**config.mk**
```make
export PLATFORM = sky130hd
export DESIGN_NAME = sn_cdir_scan_ctrl
export DESIGN_NICKNAME = d
export VERILOG_FILES = /design/src/rtl/sn_cdir_scan_ctrl.sv
export SDC_FILE = /design/constraint.sdc
export NUM_CORES = 1
export LEC_CHECK = 0
export ABC_AREA = 1
export CORE_MARGIN = 2
export CORE_UTILIZATION = 47
export CTS_BUF_LIST = sky130_fd_sc_hd__clkbuf_2
export CTS_CLUSTER_DIAMETER = 150
export CTS_CLUSTER_SIZE = 20
export DETAILED_ROUTE_END_ITERATION = 7
export HOLD_SLACK_MARGIN = 0.08
export PLACE_DENSITY = 0.8
export SLEW_MARGIN = 5
export SYNTH_ARGS = -nofsm -noshare
export SYNTH_HDL_FRONTEND = slang
export SYNTH_SLANG_ARGS = --single-unit
```
**constraint.sdc**
```tcl
create_clock -name clk -period 12.8 [get_ports clk]
set_clock_uncertainty 0.05 [all_clocks]
set_input_delay 2.56 -clock clk [delete_from_list [all_inputs] [get_ports clk]]
set_output_delay 2.56 -clock clk [all_outputs]
set_load 0.01 [all_outputs]
```
**src/rtl/sn_cdir_scan_ctrl.sv**
```systemverilog
// CDIR odometer scan sequencer: clears, measures and captures each RO sensor pair, then reports avg/max aging.
// Optional macro CDIR_SCAN_TIMEOUT_EN bounds the wait for valid_in to TIMEOUT_CYCLES and flags timeout_err.
module sn_cdir_scan_ctrl #(
    parameter int unsigned NO_CDIR        = 8,
    parameter int unsigned MUX_SEL_SIZE   = $clog2(NO_CDIR),
    parameter int unsigned CLR_CYCLES     = 4,
    parameter int unsigned SETTLE_CYCLES  = 8,
    parameter logic [31:0] AGE_THRESH     = 32'd16,
    parameter int unsigned TIMEOUT_CYCLES = 4096
) (
    input  logic                    clk,
    input  logic                    rst,
    input  logic                    start,
    output logic [1:0]              mode,
    output logic [MUX_SEL_SIZE-1:0] r_mux_sel,
    output logic [MUX_SEL_SIZE-1:0] s_mux_sel,
    input  logic [31:0]             r_freq,
    input  logic [31:0]             s_freq,
    input  logic                    valid_in,
    output logic                    busy,
    output logic                    done,
    output logic [31:0]             avg_diff,
    output logic [31:0]             max_diff,
    output logic [MUX_SEL_SIZE-1:0] max_idx,
    output logic                    aged,
    output logic                    underflow,
    output logic                    timeout_err
);

    localparam logic [2:0] IDLE   = 3'd0;
    localparam logic [2:0] CLR    = 3'd1;
    localparam logic [2:0] MEAS   = 3'd2;
    localparam logic [2:0] SETTLE = 3'd3;
    localparam logic [2:0] CAPT   = 3'd4;
    localparam logic [2:0] NEXT   = 3'd5;
    localparam logic [2:0] DONE   = 3'd6;

    localparam int unsigned CNT_MAX_A = (CLR_CYCLES > SETTLE_CYCLES) ? CLR_CYCLES : SETTLE_CYCLES;
    localparam int unsigned CNT_MAX   = (CNT_MAX_A > TIMEOUT_CYCLES) ? CNT_MAX_A : TIMEOUT_CYCLES;
    localparam int unsigned CNT_W     = $clog2(CNT_MAX + 1);
    localparam int unsigned ACC_W     = 32 + MUX_SEL_SIZE;

    logic [2:0]              r_state;
    logic [CNT_W-1:0]        r_cnt;
    logic [MUX_SEL_SIZE-1:0] r_idx;
    logic [ACC_W-1:0]        r_acc;
    logic [31:0]             r_run_max;
    logic [MUX_SEL_SIZE-1:0] r_run_idx;
    logic [1:0]              r_mode;
    logic                    r_busy;
    logic                    r_done;
    logic [31:0]             r_avg;
    logic [31:0]             r_max_diff;
    logic [MUX_SEL_SIZE-1:0] r_max_idx;
    logic                    r_aged;
    logic                    r_underflow;
    logic                    r_timeout;

    logic [2:0]  w_next;
    logic [1:0]  w_mode;
    logic        w_under;
    logic [31:0] w_diff;
    logic [31:0] w_avg;
    logic        w_last;

    assign w_under = (s_freq > r_freq);
    assign w_diff  = w_under ? '0 : (r_freq - s_freq);
    assign w_avg   = r_acc[ACC_W-1:MUX_SEL_SIZE];
    assign w_last  = (r_idx == MUX_SEL_SIZE'(NO_CDIR - 1));

    always_comb begin
        w_next = r_state;
        case (r_state)
            IDLE:   if (start) w_next = CLR;
            CLR:    if (r_cnt == CNT_W'(CLR_CYCLES - 1)) w_next = MEAS;
            MEAS: begin
                if (valid_in) begin
                    w_next = SETTLE;
                end
`ifdef CDIR_SCAN_TIMEOUT_EN
                else if (r_cnt == CNT_W'(TIMEOUT_CYCLES - 1)) begin
                    w_next = NEXT;
                end
`endif
            end
            SETTLE: if (r_cnt == CNT_W'(SETTLE_CYCLES - 1)) w_next = CAPT;
            CAPT:   w_next = NEXT;
            NEXT:   w_next = w_last ? DONE : CLR;
            DONE:   w_next = IDLE;
            default: w_next = IDLE;
        endcase
    end

    // Outputs are registered from the next state so they line up with the state they describe.
    always_comb begin
        w_mode = 2'b01;
        case (w_next)
            CLR, NEXT:          w_mode = 2'b00;
            MEAS, SETTLE, CAPT: w_mode = 2'b10;
            default:            w_mode = 2'b01;
        endcase
    end

    always_ff @(posedge clk) begin
        if (rst) begin
            r_state     <= IDLE;
            r_cnt       <= '0;
            r_idx       <= '0;
            r_acc       <= '0;
            r_run_max   <= '0;
            r_run_idx   <= '0;
            r_mode      <= 2'b00;
            r_busy      <= 1'b0;
            r_done      <= 1'b0;
            r_avg       <= '0;
            r_max_diff  <= '0;
            r_max_idx   <= '0;
            r_aged      <= 1'b0;
            r_underflow <= 1'b0;
            r_timeout   <= 1'b0;
        end else begin
            r_state <= w_next;
            r_mode  <= w_mode;
            r_busy  <= (w_next != IDLE) && (w_next != DONE);
            r_done  <= (w_next == DONE);
            r_cnt   <= (w_next != r_state) ? '0 : r_cnt + CNT_W'(1);
            case (r_state)
                IDLE: begin
                    if (start) begin
                        r_idx       <= '0;
                        r_acc       <= '0;
                        r_run_max   <= '0;
                        r_run_idx   <= '0;
                        r_underflow <= 1'b0;
                        r_timeout   <= 1'b0;
                    end
                end
                MEAS: begin
`ifdef CDIR_SCAN_TIMEOUT_EN
                    if (w_next == NEXT) r_timeout <= 1'b1;
`endif
                end
                CAPT: begin
                    r_acc <= r_acc + ACC_W'(w_diff);
                    if (w_under) r_underflow <= 1'b1;
                    if (w_diff > r_run_max) begin
                        r_run_max <= w_diff;
                        r_run_idx <= r_idx;
                    end
                end
                NEXT: begin
                    if (!w_last) begin
                        r_idx <= r_idx + MUX_SEL_SIZE'(1);
                    end else begin
                        r_avg      <= w_avg;
                        r_max_diff <= r_run_max;
                        r_max_idx  <= r_run_idx;
                        r_aged     <= (w_avg >= AGE_THRESH);
                    end
                end
                default: ;
            endcase
        end
    end

    assign mode      = r_mode;
    assign r_mux_sel = r_idx;
    assign s_mux_sel = r_idx;
    assign busy      = r_busy;
    assign done      = r_done;
    assign avg_diff  = r_avg;
    assign max_diff  = r_max_diff;
    assign max_idx   = r_max_idx;
    assign aged      = r_aged;
    assign underflow = r_underflow;
`ifdef CDIR_SCAN_TIMEOUT_EN
    assign timeout_err = r_timeout;
`else
    assign timeout_err = 1'b0;
    logic w_timeout_unused;
    assign w_timeout_unused = r_timeout;
`endif

endmodule

```
==> impl_metrics.json, run 1 <==
{
  "stdcell_count": 2284,
  "crit_path_end_kind": "register",
  "path_class": "primary input to register",
  "initial_utilization": 0.477,
  "wl_per_cell_um": 15.9,
  "clk_pin_slew_ns": 0.27,
  "die_h_um": 161,
  "postCtsHoldBufs": 0,
  "vias": 12272,
  "rsz0062_at_grt": "no",
  "internal_power_uw": 694,
  "synth_cells": 1841,
  "place_hpwl_um": 28400,
  "relSlewSlack": 0.327,
  "synth-seq-cells": 162,
  "hp-class": "register to register",
  "core_um2": 24300,
  "synth_top_family_by_area": "simple AND/OR/NAND/NOR gates",
  "clkSinkCount": 162,
  "overflow": 0,
  "synth.distinct_cells": 52,
  "area_growth_pct": 15.3,
  "synth_adder_area_share": 0.0983,
  "grt_pass1_wl_um": 58400,
  "root_buffer": "clkbuf_2",
  "cts_max_path_buffers": 2,
  "dr.pass1.iters": 6,
  "h-tree-depth": 4,
  "io_buffer_count": 146,
  "yosys.area.top_type": "dfxtp_1",
  "gr-usage-all-layers": 0.280,
  "critPathLaunchType": "primary input",
  "synth_area_um2": 11600,
  "antenna_found_initial": 1,
  "grt_pass1_vias": 11358,
  "via_per_inst": 5.37,
  "critPathMaxFanout": 70,
  "clk_latency_ns": 0.76,
  "p_sw_frac": 0.390,
  "placed_cells": 2251,
  "ir_drop_mv": 0.0505,
  "cts_tree": "done",
  "final_hold_viol_count": 0,
  "total_power_uw": 1140,
  "leakage_uw": 0.00628,
  "wirelength_um": 36300,
  "ys_seq_area_frac": 0.279,
  "required_ns": 13.42,
  "antenna_left": 0,
  "postCtsSetupRepairBufs": 0,
  "seqPwrFrac": 0.459,
  "muxShareOfSynthArea": 0,
  "grt_max_degree": 113,
  "cp.arrival_ns": 8.24,
  "synthArstFlopShare": 0,
  "setup_viol": 0,
  "synth.area.top_cells": "dfxtp_1 28%, nand2_1 15%, a21oi_1 9.7%",
  "die_w_um": 161,
  "period_share": 0.596,
  "synth_compound_area_frac": 0.160,
  "cts_resized": 0,
  "yosys.area_share.simple": 0.333,
  "powerDensity_nw_per_um2": 84.9,
  "cts_buffers": 17,
  "drc": 0,
  "fmaxAchievable_mhz": 131,
  "p_comb_frac": 0.314,
  "p_switching_uw": 443,
  "synth_top_area_frac": 0.279,
  "synth_ff_type": "dfxtp_1",
  "dieArea_um2": 26000,
  "synthXorXnorAreaFrac": 0.0151,
  "drtIter0Drc": 1153,
  "status": "finished, final reports clean",
  "rows": 57,
  "syn-mean-instance-area_um2": 6.31,
  "place.gp.congestion": 0.976,
  "setup_tns_ns": 0,
  "fin_crit_ns": 7.62,
  "cap_violations": 0,
  "tightest_slew_ns": 1.01,
  "syn_nets": 1999,
  "drive_gt1_frac": 0.0470,
  "io_pins": 148,
  "synth_edf_count": 0,
  "clock_power_share": 0.227,
  "layout.nets": 2104,
  "ys_warn_count": 0,
  "drv_slew": 0
}
-- final timing paths --
path	endpoint	slack [ns]	depth (start not counted)	from
min	r_acc[0]	0.40	1	r_acc[0]
max	r_run_max[9]	5.18	26	r_freq[0]
max reg2reg	r_cnt[3]	9.13	12	r_state[1]
min reg2reg	r_acc[0]	0.40	1	r_acc[0]
-- registers in the layout, indices dropped and copies added, names as in the netlist --
signal     count
r_cnt         13
r_run_max     32
busy           1
r_acc         35
avg_diff      32
done           1
underflow      1
r_state        3
max_diff      32
mode           2
aged           1
r_run_idx      3
r_mux_sel      3
max_idx        3
-- critical path, stage by stage --
cell and delay [ns]:
clkdlybuf4s50_1 0.45, inv_1 0.04, ha_1 0.21, fa_1 0.36, inv_1 0.11, nand2_1 0.07, nand2_1 0.07, nand3_1 0.08
nand2_2 0.11, nand2_2 0.06, nand2_2 0.10, nand2_2 0.07, nand2_4 0.26, clkinv_1 0.84, nor3_1 0.84, ha_1 0.36
nand2_1 0.11, nor2_1 0.06, a211oi_1 0.24, nand3_1 0.14, a21oi_1 0.14, nand2_1 0.09, nand2_4 0.52, nand3_1 0.15
nand2_1 0.10, nor2_1 0.04
-- power by group through the flow --
| stage | Combinational (µW) | Sequential, µW | Clock, µW |
|---|---|---|---|
| final | 358 | 522 | 258 |
| after CTS | 350 | 522 | 263 |
| after global routing | 397 | 524 | 284 |
| after detailed placement | 348 | 531 | 0 |
| after floorplan | 242 | 531 | 0 |
| after global placement | 341 | 531 | 0 |
-- stage by stage --
step	hold WS [ns]	utilization	cell area, µm²	setup WS (ns)
detailed placement	0.368	0.543	13200	4.59
floorplan	0.353	-	11600	6.42
CTS	0.402	0.551	13400	5.41
global placement	0.363	0.543	13200	4.77
global route	0.424	0.551	13400	4.77
finish	0.397	0.551	13400	5.18
-- placed cells by master (no fill, tap or decap), types with 9 or more instances in the layout --
cell / instances
nand2_1: 454
inv_1: 252
a21oi_1: 224
nor2_1: 183
dfxtp_1: 162
clkdlybuf4s50_1: 145
nand3_1: 115
ha_1: 88
o21ai_0: 84
nor3_1: 40
nand4_1: 25
nand2_2: 20
clkbuf_2: 18
nor4_1: 17
xor2_1: 14
nand3b_1: 9
-- cells in the mapped netlist (7+ instances only) --
| library cell | number |
|---|---|
| clkbuf_1 | 42 |
| a21o_1 | 7 |
| nor4_1 | 17 |
| nand3_1 | 115 |
| a21oi_1 | 224 |
| nand3b_1 | 9 |
| buf_1 | 7 |
| nand2_1 | 455 |
| nor2_1 | 185 |
| buf_6 | 7 |
| o21ai_0 | 84 |
| nand2_2 | 19 |
| dfxtp_1 | 162 |
| nand4_1 | 25 |
| nor3_1 | 40 |
| xor2_1 | 14 |
| inv_1 | 254 |
| ha_1 | 88 |
-- kinds of logic (layout without fill, tap and decap cells) --
group	after synthesis	in the layout
buffers and inverters	327	445
flip-flops	162	162
XOR/XNOR	20	20
AO/OA/AOI/OAI	351	351
adder cells (fa/ha/maj)	90	90
AND/OR/NAND/NOR	890	890
other	1	2
-- layout make-up --
type,count,area (µm²)
fill,2426,10900
multi-input combinational,1352,7060
sequential,162,3240
timing repair buffer,153,1510
inverter,260,976
tap,324,405
clock inverter,14,104
clock buffer,18,90.1
antenna,1,2.50
-- routing by layer --
metal	part of all wire	global-route usage	wire length, µm
met4	0.028	0.0925	1010
met3	0.073	0.0467	2670
met5	0	0	0
met1	0.45	0.372	16300
met2	0.45	0.462	16300
No activity file was read; power rests on OpenSTA's default activity.
==> run 2: changes to the inputs <==
Clock period 12.8 ns to 7.95 ns, I/O delays scaled along.
==> impl_metrics.json, run 2 (synthesis gave the netlist of run 1 again) <==
{
  "place_ws_ns": 1.17,
  "place.gp.congestion": 0.987,
  "wl_per_cell_um": 15.7,
  "cts_resized": 0,
  "reg2reg_from": "r_state[1]",
  "vias": 12357,
  "critPathLaunchType": "primary input",
  "cts_max_path_buffers": 2,
  "io_pins": 148,
  "holdWs_ns": 0.415,
  "final_hold_viol_count": 0,
  "grt_max_degree": 113,
  "antenna_found_initial": 1,
  "postCtsHoldBufs": 0,
  "overflow": 0,
  "gr-usage-all-layers": 0.276,
  "largest_reg_flops": 35,
  "hp-class": "register to register",
  "io_buffer_count": 146,
  "drtIter0Drc": 1257,
  "layout_commonest_cell": "nand2_1",
  "dieArea_um2": 26000,
  "layout.nets": 2105,
  "initial_utilization": 0.477,
  "cap_violations": 0,
  "r2r-end": "r_cnt[8]",
  "wirelength_um": 36000,
  "largest-register": "r_acc",
  "period_share": 0.765,
  "met1_length_um": 16600,
  "setup_ws_ns": 1.87,
  "setup_viol": 0,
  "rsz0062_at_grt": "no",
  "crit_start": "r_freq[0]",
  "root_buffer": "clkbuf_2",
  "tightest_slew_ns": 0.967,
  "path_class": "primary input to register",
  "status": "finished, final reports clean",
  "drc": 0,
  "via_per_inst": 5.41,
  "rows": 57,
  "h-tree-depth": 4,
  "drv_slew": 0,
  "clk_pin_slew_ns": 0.27,
  "relSlewSlack": 0.355,
  "setup_tns_ns": 0,
  "cts_tree": "done",
  "grt_pass1_wl_um": 58000,
  "place_hpwl_um": 28200,
  "fin_crit_ns": 6.08,
  "leakage_uw": 0.00630,
  "area_growth_pct": 15.8,
  "maxUsedRoutingLayer": "met4",
  "die_w_um": 161,
  "die_h_um": 161,
  "layout_common_cells": "454 x nand2_1, 252 x inv_1, 224 x a21oi_1, 183 x nor2_1, 162 x dfxtp_1",
  "clk_latency_ns": 0.81,
  "antenna_left": 0,
  "r2r_setup_slack_ns": 4.50,
  "clkSinkCount": 162,
  "placed_cells": 2252,
  "seq_area_um2": 3240,
  "nFillCells": 2400,
  "multi_input_area_um2": 7060,
  "ir_drop_mv": 0.0814,
  "final_area_um2": 13400,
  "route.met3.wl_um": 2330,
  "crit_path_end_kind": "register",
  "cpPeakStageDelay_ns": 0.59,
  "cp.arrival_ns": 6.76,
  "min_from": "r_acc[0]",
  "critPathMaxFanout": 70,
  "drive_gt1_frac": 0.0474,
  "required_ns": 8.63,
  "powerDensity_nw_per_um2": 140,
  "crit_top_cell": "nand2_1",
  "postPlaceCellArea_um2": 13200,
  "endpoint": "r_run_max[20]",
  "fmaxAchievable_mhz": 165,
  "dr_wl_met2_um": 16200,
  "dr.pass1.iters": 5,
  "cts_buffers": 17,
  "cpMaxStageDelayCell": "nor3_1",
  "postCtsSetupRepairBufs": 0,
  "grt_pass1_vias": 11260,
  "rr_worst_depth": 12,
  "core_um2": 24300,
  "stdcell_count": 2285
}
## run 2: changes by cell type in the layout (fill, tap and decap cells not counted), sizes merged
| cell | before | now |
|---|---|---|
| buf | 8 | 9 |
| bufinv | 0 | 1 |
| clkinv | 7 | 4 |
| inv | 264 | 266 |
## run 2: critical path: cells and delay by family
kind	cells	cell delay (ns)
buffers and inverters	3	0.61
adder cells (fa/ha/maj)	3	0.83
AND/OR/NAND/NOR	16	2.65
AO/OA/AOI/OAI	5	1.06
## run 2: area by class of cell
class,count,share of cell area
well taps,324,0.0302
multi-input cells,1352,0.525
clock inverters,14,0.0110
clock buffers,18,0.00670
diodes,1,0.000186
flip-flops and latches,162,0.241
repair buffers,154,0.113
inverters,260,0.0726
## run 2: report_power, final
group | total (µW) | internal [µW] | leakage [µW] | switching (µW)
logic | 574 | 199 | 0.00485 | 375
registers | 840 | 833 | 0.00131 | 7.42
clock network | 469 | 127 | 0.000138 | 342
## run 2: through the flow
stage,util,total power [µW]
floorplan,-,1240
detailed placement,0.543,1420
finish,0.553,1880
global placement,0.543,1400
global route,0.553,1980
CTS,0.553,1880
## run 2: worst min path at each step
stage	depth (start not counted)	end	slack, ns
after CTS	1	r_acc[0]	0.41
after global routing	2	avg_diff[24]	0.45
after floorplan	1	r_acc[0]	0.35
after global placement	1	r_acc[0]	0.36
after detailed placement	1	r_acc[0]	0.37
final	1	r_acc[0]	0.41
## run 2: per-layer routing
layer	vias to the layer above	track usage
li1	6209	-
met1	5644	0.384
met2	445	0.450
met3	59	0.0321
met4	0	0.0848
met5	-	0
